--- src/rtl/interleaver_pkg.sv ---
// Shared definitions for the ping-pong interleaver bank scheduler: bank
// state encoding, block lengths and address width.
package interleaver_pkg;
   localparam int ADDR_W  = 13;
   localparam int K_SMALL = 1056;
   localparam int K_LARGE = 6144;

   typedef enum logic [1:0] {
      EMPTY = 2'd0,
      FILL  = 2'd1,
      FULL  = 2'd2,
      DRAIN = 2'd3
   } bank_state_e;
endpackage

--- src/rtl/blk_addr_counter.sv ---
// Block address counter: counts beats within a block and flags the final
// address for the selected block length.
module blk_addr_counter #(
   parameter int ADDR_W  = interleaver_pkg::ADDR_W,
   parameter int K_SMALL = interleaver_pkg::K_SMALL,
   parameter int K_LARGE = interleaver_pkg::K_LARGE
) (
   input  logic              clk,
   input  logic              reset,
   input  logic              clr,
   input  logic              en,
   input  logic              blk,
   output logic [ADDR_W-1:0] count,
   output logic              last
);
   logic [ADDR_W-1:0] count_max;

   assign count_max = blk ? ADDR_W'(K_LARGE - 1) : ADDR_W'(K_SMALL - 1);
   assign last      = (count == count_max);

   always_ff @(posedge clk or posedge reset) begin
      if (reset)    count <= '0;
      else if (clr) count <= '0;
      else if (en)  count <= count + ADDR_W'(1);
   end
endmodule

--- src/rtl/pingpong_bank_scheduler.sv ---
// Ping-pong scheduler for the two interleaver RAM banks: the writer fills
// bank[wr_ptr] while the reader drains bank[rd_ptr], strictly in block order.
module pingpong_bank_scheduler #(
   parameter int ADDR_W  = interleaver_pkg::ADDR_W,
   parameter int K_SMALL = interleaver_pkg::K_SMALL,
   parameter int K_LARGE = interleaver_pkg::K_LARGE
) (
   input  logic              clk,
   input  logic              reset,
   input  logic              in_start,
   input  logic              in_blk,
   output logic              in_start_ack,
   input  logic              in_valid,
   output logic              in_ready,
   output logic [1:0]        ram_we,
   output logic [ADDR_W-1:0] ram_waddr,
   input  logic              out_ready,
   output logic              ram_rd_en,
   output logic              ram_rsel,
   output logic [ADDR_W-1:0] ram_raddr,
   output logic              out_valid,
   output logic              out_blk,
   output logic              out_last,
   output logic              done,
   output logic [3:0]        bank_state
);
   import interleaver_pkg::*;

   bank_state_e       bank_q [2];
   bank_state_e       bank_d [2];
   logic [1:0]        blk_q, blk_d;
   logic              wr_ptr, rd_ptr;
   logic [ADDR_W-1:0] wcount, rcount;
   logic              wlast, rlast;
   logic              grant, wr_beat, wr_done, drain_start, rd_done;

   // Grant needs the bank at wr_ptr to be EMPTY, which also implies the
   // writer is not mid-fill (that bank would be FILL).
   assign grant       = in_start && (bank_q[wr_ptr] == EMPTY);
   assign wr_beat     = in_valid && in_ready;
   assign wr_done     = wr_beat && wlast;
   assign drain_start = (bank_q[rd_ptr] == FULL);
   assign ram_rd_en   = (bank_q[rd_ptr] == DRAIN) && out_ready;
   assign rd_done     = ram_rd_en && rlast;

   assign ram_we     = wr_beat ? (wr_ptr ? 2'b10 : 2'b01) : 2'b00;
   assign ram_waddr  = wcount;
   assign ram_rsel   = rd_ptr;
   assign ram_raddr  = rcount;
   assign bank_state = {bank_q[1], bank_q[0]};

   blk_addr_counter #(.ADDR_W(ADDR_W), .K_SMALL(K_SMALL), .K_LARGE(K_LARGE)) u_wr_cnt (
      .clk(clk), .reset(reset), .clr(grant), .en(wr_beat), .blk(blk_q[wr_ptr]),
      .count(wcount), .last(wlast)
   );

   blk_addr_counter #(.ADDR_W(ADDR_W), .K_SMALL(K_SMALL), .K_LARGE(K_LARGE)) u_rd_cnt (
      .clk(clk), .reset(reset), .clr(drain_start), .en(ram_rd_en), .blk(blk_q[rd_ptr]),
      .count(rcount), .last(rlast)
   );

   // Writer and reader events always hit different banks or mutually
   // exclusive states, so the updates below never collide.
   always_comb begin
      bank_d = bank_q;
      blk_d  = blk_q;
      if (grant) begin
         bank_d[wr_ptr] = FILL;
         blk_d[wr_ptr]  = in_blk;
      end
      if (wr_done)     bank_d[wr_ptr] = FULL;
      if (drain_start) bank_d[rd_ptr] = DRAIN;
      if (rd_done)     bank_d[rd_ptr] = EMPTY;
   end

   always_ff @(posedge clk or posedge reset) begin
      if (reset) begin
         bank_q[0] <= EMPTY;
         bank_q[1] <= EMPTY;
         blk_q     <= '0;
         wr_ptr    <= 1'b0;
         rd_ptr    <= 1'b0;
      end else begin
         bank_q <= bank_d;
         blk_q  <= blk_d;
         wr_ptr <= wr_ptr ^ wr_done;
         rd_ptr <= rd_ptr ^ rd_done;
      end
   end

   // Handshake and read-return registers; out_* track the RAM's one-cycle latency.
   always_ff @(posedge clk or posedge reset) begin
      if (reset) begin
         in_start_ack <= 1'b0;
         in_ready     <= 1'b0;
         out_valid    <= 1'b0;
         out_blk      <= 1'b0;
         out_last     <= 1'b0;
         done         <= 1'b0;
      end else begin
         in_start_ack <= grant;
         if (wr_done)           in_ready <= 1'b0;
         else if (in_start_ack) in_ready <= 1'b1;
         out_valid <= ram_rd_en;
         if (ram_rd_en) out_blk <= blk_q[rd_ptr];
         out_last  <= rd_done;
         done      <= rd_done;
      end
   end
endmodule

--- config.mk ---
export PLATFORM = sky130hd
export DESIGN_NAME = pingpong_bank_scheduler
export DESIGN_NICKNAME = d
export VERILOG_FILES = /design/src/rtl/interleaver_pkg.sv /design/src/rtl/blk_addr_counter.sv /design/src/rtl/pingpong_bank_scheduler.sv
export SDC_FILE = /design/constraint.sdc
export NUM_CORES = 1
export LEC_CHECK = 0
export ABC_CLOCK_PERIOD_IN_PS = 1800
export CORE_MARGIN = 4
export CORE_UTILIZATION = 45
export CTS_CLUSTER_SIZE = 12
export DETAILED_ROUTE_END_ITERATION = 6
export PLACE_DENSITY = 0.73
export SKIP_CTS_REPAIR_TIMING = 1
export SLEW_MARGIN = 20
export SYNTH_ARGS = -nofsm -noshare
export SYNTH_HDL_FRONTEND = slang
export SYNTH_SLANG_ARGS = --single-unit
--- constraint.sdc ---
create_clock -name clk -period 1.8 [get_ports clk]
set_input_delay 0.54 -clock clk [delete_from_list [all_inputs] [get_ports clk]]
set_output_delay 0.54 -clock clk [all_outputs]
set_load 0.1 [all_outputs]
==> flow_metrics.py, run 1 <==
metrics = {
    "status": {
        "outcome": "finished, violations left",
        "violations": "negative setup slack",
    },
    "power": {
        "irDropWorstVdd_mv": 1.24,
        "p_per_area_mw_per_mm2": 826,
        "p_leak_nw": 1.42,
        "total_power_mw": 2.72,
    },
    "die": {
        "coreArea_mm2": 0.00412,
        "die_h_um": 74.4,
        "die_w_um": 74.4,
        "num_rows": 23,
        "initial_core_util_pct": 48.2,
        "pin_count": 46,
        "dieArea_mm2": 0.00553,
    },
    "timing": {
        "tns_ns": -0.621,
        "max_slew_margin_pct": 79.4,
        "post-route-min-period_ns": 2.02,
        "finalSetupViolCount": 6,
        "fin_skew_ns": 0.00658,
        "final.setup.worst_slack_ns": -0.216,
        "period_share_pct": 112,
        "tightest_slew_ns": 0.305,
        "drv_slew": 0,
        "rsz0062_at_grt": "true",
        "hold_slack_ns": 0.537,
        "fmax_mhz": 496,
        "hold_viol": 0,
    },
    "cts": {
        "path_clk_slew_ns": 0.07,
        "cts-htree-levels": 2,
        "clk_path_buf_depth": 2,
        "clock_latency_ns": 0.29,
        "cts_buffers": 5,
        "cts_tree": "built",
        "cts_sinks": 39,
        "root_buffer": "clkbuf_8",
    },
    "grt": {
        "grt_usage_pct": 19.7,
        "grt-ovfl-total": 0,
        "grt_pass1_wl_mm": 8.37,
        "grt_pass1_vias": 1678,
        "grt_start_max_net_pins": 40,
        "grt_antenna_before_repair": 0,
    },
    "route": {
        "detail_route.first_pass.iterations": 4,
        "num_vias": 1796,
        "drt_first_iter_violations": 132,
        "wirelength_mm": 4.99,
        "wire_per_inst_um": 15.3,
        "ant_nets": 0,
        "drc": 0,
        "avgViaCountPerCell": 5.49,
    },
    "finish": {
        "nFillCells": 267,
        "finalNetCount": 284,
        "final_core_util_pct": 79.9,
        "area_delta_synth_final_pct": 65.9,
        "multi_input_area_um2": 995,
        "final_cell_area_mm2": 0.00329,
        "regArea_mm2": 0.00105,
        "finalNonFillerCells": 327,
        "drive_above_1_share_pct": 42.2,
        "diodes": 0,
    },
    "critical_path": {
        "end_kind": "primary output",
        "cp_top_family": "flip-flops",
        "cpPeakStageDelay_ns": 0.52,
        "worstPathArrival_ns": 1.48,
        "slowest_stage": "dfrtp_4",
        "critPathBufInv": 2,
        "path_class": "flop to primary output",
        "crit_fanout": 5,
        "crit_required_ns": 1.26,
        "crit_chain": "nand4b_1, and2_4, inv_16, buf_12",
        "cp-start-kind": "flop",
    },
    "hold_path": {
        "min_path_type": "flop to flop",
    },
    "yosys": {
        "postSynthCellCount": 207,
        "yosysMostFrequentCell": "dfrtp_1",
        "syn_area_per_cell_um2": 9.57,
        "ys_ff_latch": 39,
        "ys_seq_area_share_pct": 49.2,
        "synth_edf_count": 0,
        "netlist_top_cells_area": "dfrtp_1 49%, nor2_1 6.1%, xor2_1 5.7%",
        "yosysTopAreaCellShare_pct": 49.2,
        "ys_warn_count": 0,
        "synthTopCellsByCount": "39 x dfrtp_1, 32 x nor2_1, 22 x nand2_1",
        "synthArstFlopShare_pct": 100,
        "dominantRegCellSynth": "dfrtp_1",
        "synthDistinctLibCells": 40,
        "mappedNetlistNets": 215,
        "yosys.area.top_type": "dfrtp_1",
        "syn-cell-area_mm2": 0.00198,
    },
    "place": {
        "dp.cells": 316,
        "placed_area_mm2": 0.00313,
        "routabilityCongestion": 0.953,
        "dp_hpwl_mm": 3.56,
        "portBuffers": 45,
        "place_ws_ns": -0.457,
    },
    "job": {
        "maxCapViolations": 0,
    },
}
cells in the final DEF, fill, tap and decap left out, types with 3 or more instances in the layout:
master / Yosys / routed
a21oi_1: 7 / 7
and3_1: 5 / 4
and4_1: 3 / 3
buf_12: 0 / 41
buf_4: 1 / 22
clkbuf_8: 0 / 7
clkdlybuf4s50_1: 0 / 3
dfrtp_1: 39 / 10
dfrtp_2: 0 / 15
dfrtp_4: 0 / 14
inv_1: 3 / 3
mux2i_1: 3 / 3
nand2_1: 22 / 21
nand3_1: 4 / 4
nand4_1: 12 / 12
nor2_1: 32 / 31
nor2b_1: 5 / 5
nor3_1: 6 / 6
o21ai_0: 5 / 5
or3_1: 4 / 4
xnor2_1: 8 / 8
xor2_1: 13 / 13
cell type report:
class                           instances  share of cell area, %
Sequential cell                        39                   31.8
Timing Repair Buffer                   69                   32.0
Tap cell                               50                   1.90
Clock buffer                            8                   3.04
Multi-Input combinational cell        157                   30.3
Inverter                                4                  0.951
registers in the layout (all words and copies together) (netlist names):
signal          flops
bank_state          4
blk_q               2
done                1
in_ready            1
in_start_ack        1
out_blk             1
out_valid           1
ram_rsel            1
u_rd_cnt.count     13
u_wr_cnt.count     13
wr_ptr              1
worst reg2reg max path: cells and delay by family (launching register included):
| kind | cells | cell delay (ns) |
|---|---|---|
| AO/OA/AOI/OAI | 2 | 0.24 |
| buffers and inverters | 2 | 0.28 |
| flip-flops | 1 | 0.52 |
| multiplexers | 1 | 0.33 |
| AND/OR/NAND/NOR | 2 | 0.42 |
where the power goes:
group | leakage [nW] | switching (mW) | internal, mW
sequential | 0.472 | 0.120 | 0.965
combinational | 0.893 | 0.628 | 0.356
clock | 0.0515 | 0.297 | 0.350
total | 1.42 | 1.04 | 1.67
metal layers:
layer	share of wire, %	wire, µm	vias up	GRT usage (%)
met3	4.7	235	13	2.70
met5	0	0	-	0
met2	48	2400	54	29.8
li1	-	-	859	-
met1	45	2230	870	28.1
met4	2.5	123	0	8.89
logic make-up (layout without fill, tap and decap cells):
family	count (synthesis)	after routing	share of synthesized area (%)
and+or+nand+nor	107	107	28.1
DFF	39	39	49.2
AOI/OAI and AO/OA	21	21	6.44
xor gates and xnor gates	21	21	9.28
buffers and inverters	11	81	2.46
muxes	6	6	3.22
adders and majority gates	2	2	1.26
final timing paths:
path,start,endpoint,slack (ns),cells past startpoint
min in group asynchronous,reset,u_rd_cnt.count[12],0.59,3
max reg2reg,ram_rsel,bank_state[2],-0.10,7
min reg2reg,out_blk,out_blk,0.54,2
min,out_blk,out_blk,0.54,2
max,ram_rsel,ram_rd_en,-0.22,4
max in group asynchronous,reset,u_rd_cnt.count[1],1.00,3
No activity file was read; power rests on OpenSTA's default activity.
==> run 2: changes to the inputs <==
- ABC_CLOCK_PERIOD_IN_PS: 1800 -> 2060
- TNS_END_PERCENT: unset -> 5
- clock period: 1.8 -> 2.06 ns (I/O delays scaled with it)
==> flow_metrics.py, run 2 (synthesis results as in run 1) <==
metrics = {
    "timing": {
        "rsz0062_at_grt": "true",
        "tightest_slew_ns": 0.418,
        "fmax_mhz": 491,
        "hold_viol": 0,
        "period_share_pct": 98.9,
        "max_slew_margin_pct": 72.1,
        "post-route-min-period_ns": 2.04,
        "finalSetupViolCount": 0,
        "drv_slew": 0,
        "fin_skew_ns": 0.00926,
        "final.setup.worst_slack_ns": 0.0228,
    },
    "status": {
        "outcome": "finished, final reports clean",
    },
    "place": {
        "place_ws_ns": -0.279,
        "dp.cells": 306,
        "portBuffers": 45,
        "dp_hpwl_mm": 3.62,
        "routabilityCongestion": 0.805,
    },
    "critical_path": {
        "crit_fanout": 9,
        "end_kind": "primary output",
        "crit_required_ns": 1.44,
        "cpPeakStageDelay_ns": 0.48,
        "worstPathArrival_ns": 1.42,
        "cp-start-kind": "flop",
        "crit_chain": "nand4b_1, and2_4, inv_4, buf_12",
        "slowest_stage": "dfrtp_2",
        "path_class": "flop to primary output",
    },
    "route": {
        "wire_per_inst_um": 15.4,
        "avgViaCountPerCell": 5.60,
        "num_vias": 1758,
        "drc": 0,
        "ant_nets": 0,
        "detail_route.first_pass.iterations": 5,
        "wirelength_mm": 4.84,
        "drt_first_iter_violations": 160,
    },
    "finish": {
        "final_common_cell": "buf_12",
        "nFillCells": 287,
        "drive_above_1_share_pct": 29.9,
        "diodes": 0,
        "finalNonFillerCells": 314,
        "final_core_util_pct": 75.0,
        "finalNetCount": 271,
        "area_delta_synth_final_pct": 55.7,
        "final_cell_mix": "41 x buf_12, 33 x dfrtp_1, 31 x nor2_1, 21 x nand2_1, 13 x xor2_1",
    },
    "cts": {
        "cts_sinks": 39,
        "cts_tree": "built",
        "cts-htree-levels": 2,
        "root_buffer": "clkbuf_8",
        "path_clk_slew_ns": 0.08,
        "cts_buffers": 5,
        "clk_path_buf_depth": 2,
        "clock_latency_ns": 0.29,
    },
    "hold_path": {
        "min_path_type": "flop to flop",
    },
    "die": {
        "num_rows": 23,
        "die_h_um": 74.4,
        "die_w_um": 74.4,
        "initial_core_util_pct": 48.2,
        "pin_count": 46,
        "coreArea_mm2": 0.00412,
        "dieArea_mm2": 0.00553,
    },
    "grt": {
        "grt_usage_pct": 19.2,
        "grt_pass1_wl_mm": 8.05,
        "grt_pass1_vias": 1715,
        "grt_start_max_net_pins": 40,
        "grt_antenna_before_repair": 0,
        "grt-ovfl-total": 0,
    },
    "job": {
        "maxCapViolations": 0,
    },
    "power": {
        "p_per_area_mw_per_mm2": 762,
        "p_leak_nw": 1.39,
        "irDropWorstVdd_mv": 0.936,
    },
}
[run 2: changes by cell type in the layout (fill, tap and decap cells not counted), sizes merged]
| cell | change |
|---|---|
| buf | -13 |
[run 2: critical path: cells and delay by family, from the launching register on]
family / cells / cell delay (ns)
flops: 1 / 0.48
simple gates: 2 / 0.42
buf+inv: 2 / 0.22
[run 2: per-stage QoR]
step           TNS [ns]  hold slack [ns]  instance area, µm²  power, mW
2_1_floorplan     -1.58            0.534                2000       1.45
3_3_place_gp      -2.30            0.535                2980       1.79
3_5_place_dp      -3.44            0.543                2980       1.80
4_1_cts          -0.475            0.567                3080       2.37
5_1_grt         -0.0549            0.588                3090       2.44
6_report              0            0.558                3090       2.35
[run 2: area by class of cell]
class	instances	area, µm²	share of cell area [%]
flip-flops and latches	39	983	31.9
well taps	50	62.6	2.03
multi-input cells	157	971	31.5
repair buffers	56	951	30.8
clock buffers	8	100	3.24
inverters	4	17.5	0.568
[run 2: worst paths after layout]
path,depth (start not counted),slack [ns],from,endpoint
worst max-delay path,4,0.02,ram_rsel,ram_rd_en
worst min-delay path,1,0.56,in_start_ack,in_ready
worst max register to register,7,0.27,ram_rsel,u_rd_cnt.count[12]
worst min register to register,1,0.56,in_start_ack,in_ready
max in group asynchronous,3,1.18,reset,bank_state[0]
min in group asynchronous,3,0.68,reset,bank_state[3]
[run 2: power breakdown]
group / switching (mW) / leakage [nW] / internal, mW
sequential: 0.105 / 0.509 / 0.823
clock: 0.257 / 0.0515 / 0.305
combinational: 0.554 / 0.826 / 0.306
[run 2: routing by layer]
layer  part of all wire (%)  wire, µm  up-vias  GRT usage (%)
met2                     50      2420       39           31.6
met3                    4.0       196       10           4.32
met4                    2.2       107        0           8.70
met1                     44      2110      870           24.1
li1                       -         -      839              -
met5                      0         0        -              0
==> run 3: changes to the inputs <==
- ABC_AREA: unset -> 0
- GPL_TIMING_DRIVEN: unset -> 0
==> flow_metrics.py, run 3 (synthesis results as in run 1) <==
metrics = {
    "critical_path": {
        "cp_top_family": "buffers and inverters",
        "cp-start-kind": "input port",
        "rrSetupSlack_ns": 0.20,
        "cp.depth": 5,
        "crit_required_ns": 1.44,
        "path_class": "input port to primary output",
        "slowest_stage": "clkdlybuf4s50_1",
        "worstRegToRegCells": 5,
        "crit_fanout": 7,
        "worstPathArrival_ns": 1.74,
        "cpPeakStageDelay_ns": 0.51,
        "end_kind": "primary output",
        "critPathBufInv": 3,
        "crit_chain": "clkdlybuf4s50_1, nand4_1, and2_4, inv_4, buf_12",
    },
    "timing": {
        "tightest_slew_ns": 0.964,
        "finalSetupViolCount": 8,
        "tns_ns": -0.651,
        "hold_slack_ns": 0.477,
        "fin_skew_ns": 0.0109,
        "fmax_mhz": 423,
        "post-route-min-period_ns": 2.36,
        "max_slew_margin_pct": 35.7,
        "period_share_pct": 115,
        "drv_slew": 0,
        "final.setup.worst_slack_ns": -0.303,
        "hold_viol": 0,
        "rsz0062_at_grt": "true",
    },
    "grt": {
        "grt_antenna_before_repair": 0,
        "grt_pass1_vias": 1549,
        "grt_start_max_net_pins": 21,
        "grt_usage_pct": 16.8,
        "grt_pass1_wl_mm": 7.18,
        "grt-ovfl-total": 0,
    },
    "finish": {
        "drive_above_1_share_pct": 26.3,
        "finalNetCount": 269,
        "final_core_util_pct": 61.4,
        "final_cell_mix": "33 x dfrtp_1, 31 x nor2_1, 30 x clkbuf_2, 21 x nand2_1, 13 x xor2_1",
        "diodes": 0,
        "final_common_cell": "dfrtp_1",
        "area_delta_synth_final_pct": 27.4,
    },
    "hold_path": {
        "min_path_type": "flop to flop",
        "min_path_cells": 2,
    },
    "die": {
        "pin_count": 46,
        "coreArea_mm2": 0.00412,
        "dieArea_mm2": 0.00553,
        "die_w_um": 74.4,
        "die_h_um": 74.4,
        "num_rows": 23,
        "initial_core_util_pct": 48.2,
    },
    "place": {
        "portBuffers": 45,
        "dp_hpwl_mm": 3.33,
        "place_ws_ns": -1.48,
        "routabilityCongestion": 0.795,
    },
    "route": {
        "routed.top_layer": "met4",
        "wire_per_inst_um": 14.5,
        "drc": 0,
        "ant_nets": 0,
        "wl_met2_mm": 2.12,
        "wl_met3_um": 231,
        "drt_first_iter_violations": 135,
        "wirelength_mm": 4.53,
        "avgViaCountPerCell": 5.42,
        "num_vias": 1690,
        "detail_route.first_pass.iterations": 4,
        "wl_met1_mm": 2.14,
    },
    "cts": {
        "cts-htree-levels": 2,
        "cts_tree": "built",
        "clk_path_buf_depth": 2,
        "cts_sinks": 39,
        "root_buffer": "clkbuf_8",
        "clock_latency_ns": 0.28,
        "path_clk_slew_ns": 0.07,
        "cts_buffers": 5,
    },
    "power": {
        "irDropWorstVdd_mv": 1.12,
        "p_leak_nw": 1.29,
        "total_power_mw": 2.05,
        "p_per_area_mw_per_mm2": 813,
    },
    "job": {
        "maxCapViolations": 0,
    },
    "status": {
        "violations": "negative setup slack",
        "outcome": "finished, violations left",
    },
}
==> run 3: changes by cell type in the layout (fill, tap and decap cells not counted), moves of 2 or more <==
cell | before | now
clkbuf_1 | 1 | 4
buf_12 | 41 | 2
clkbuf_2 | 0 | 30
buf_4 | 10 | 4
buf_2 | 0 | 3
dlymetal6s2s_1 | 2 | 7
clkbuf_8 | 7 | 5
==> run 3: power breakdown <==
group          total (mW)  internal (mW)  switching, mW
Clock               0.487          0.238          0.249
Sequential          0.896          0.824         0.0716
Combinational       0.670          0.129          0.541
==> run 3: routing by layer <==
metal	track usage, %	vias to the layer above
met4	5.14	0
met3	3.38	2
met1	23.4	821
met2	26.3	38
li1	-	829
met5	0	-
==> run 3: path summary, 6_finish.rpt <==
kind                            startpoint            endpoint
worst max register to register    ram_rsel  u_rd_cnt.count[12]
max in group asynchronous            reset            in_ready
worst min-delay path               out_blk             out_blk
min in group asynchronous            reset   u_rd_cnt.count[1]
worst min register to register     out_blk             out_blk
worst max-delay path             out_ready           ram_rd_en
==> run 3: cell type report <==
class,count,area (µm²)
Fill cell,379,1590
Sequential cell,39,983
Multi-Input combinational cell,157,971
Timing Repair Buffer,48,379
Clock buffer,7,76.3
Tap cell,50,62.6
Buffer,6,30.0
Inverter,4,17.5
Clock inverter,1,5.00
==> run 3: worst register-to-register path, delay by kind of cell, from the launching register on <==
kind	cells	cell delay, ns
AO/OA/AOI/OAI	1	0.61
XOR/XNOR	1	0.18
AND/OR/NAND/NOR	3	0.48
flip-flops	1	0.47
==> run 3: through the flow <==
step,cell area (µm²),std cells
2_1_floorplan,2000,207
3_3_place_gp,2510,302
3_5_place_dp,2540,303
4_1_cts,2620,311
5_1_grt,2520,312
6_report,2520,312
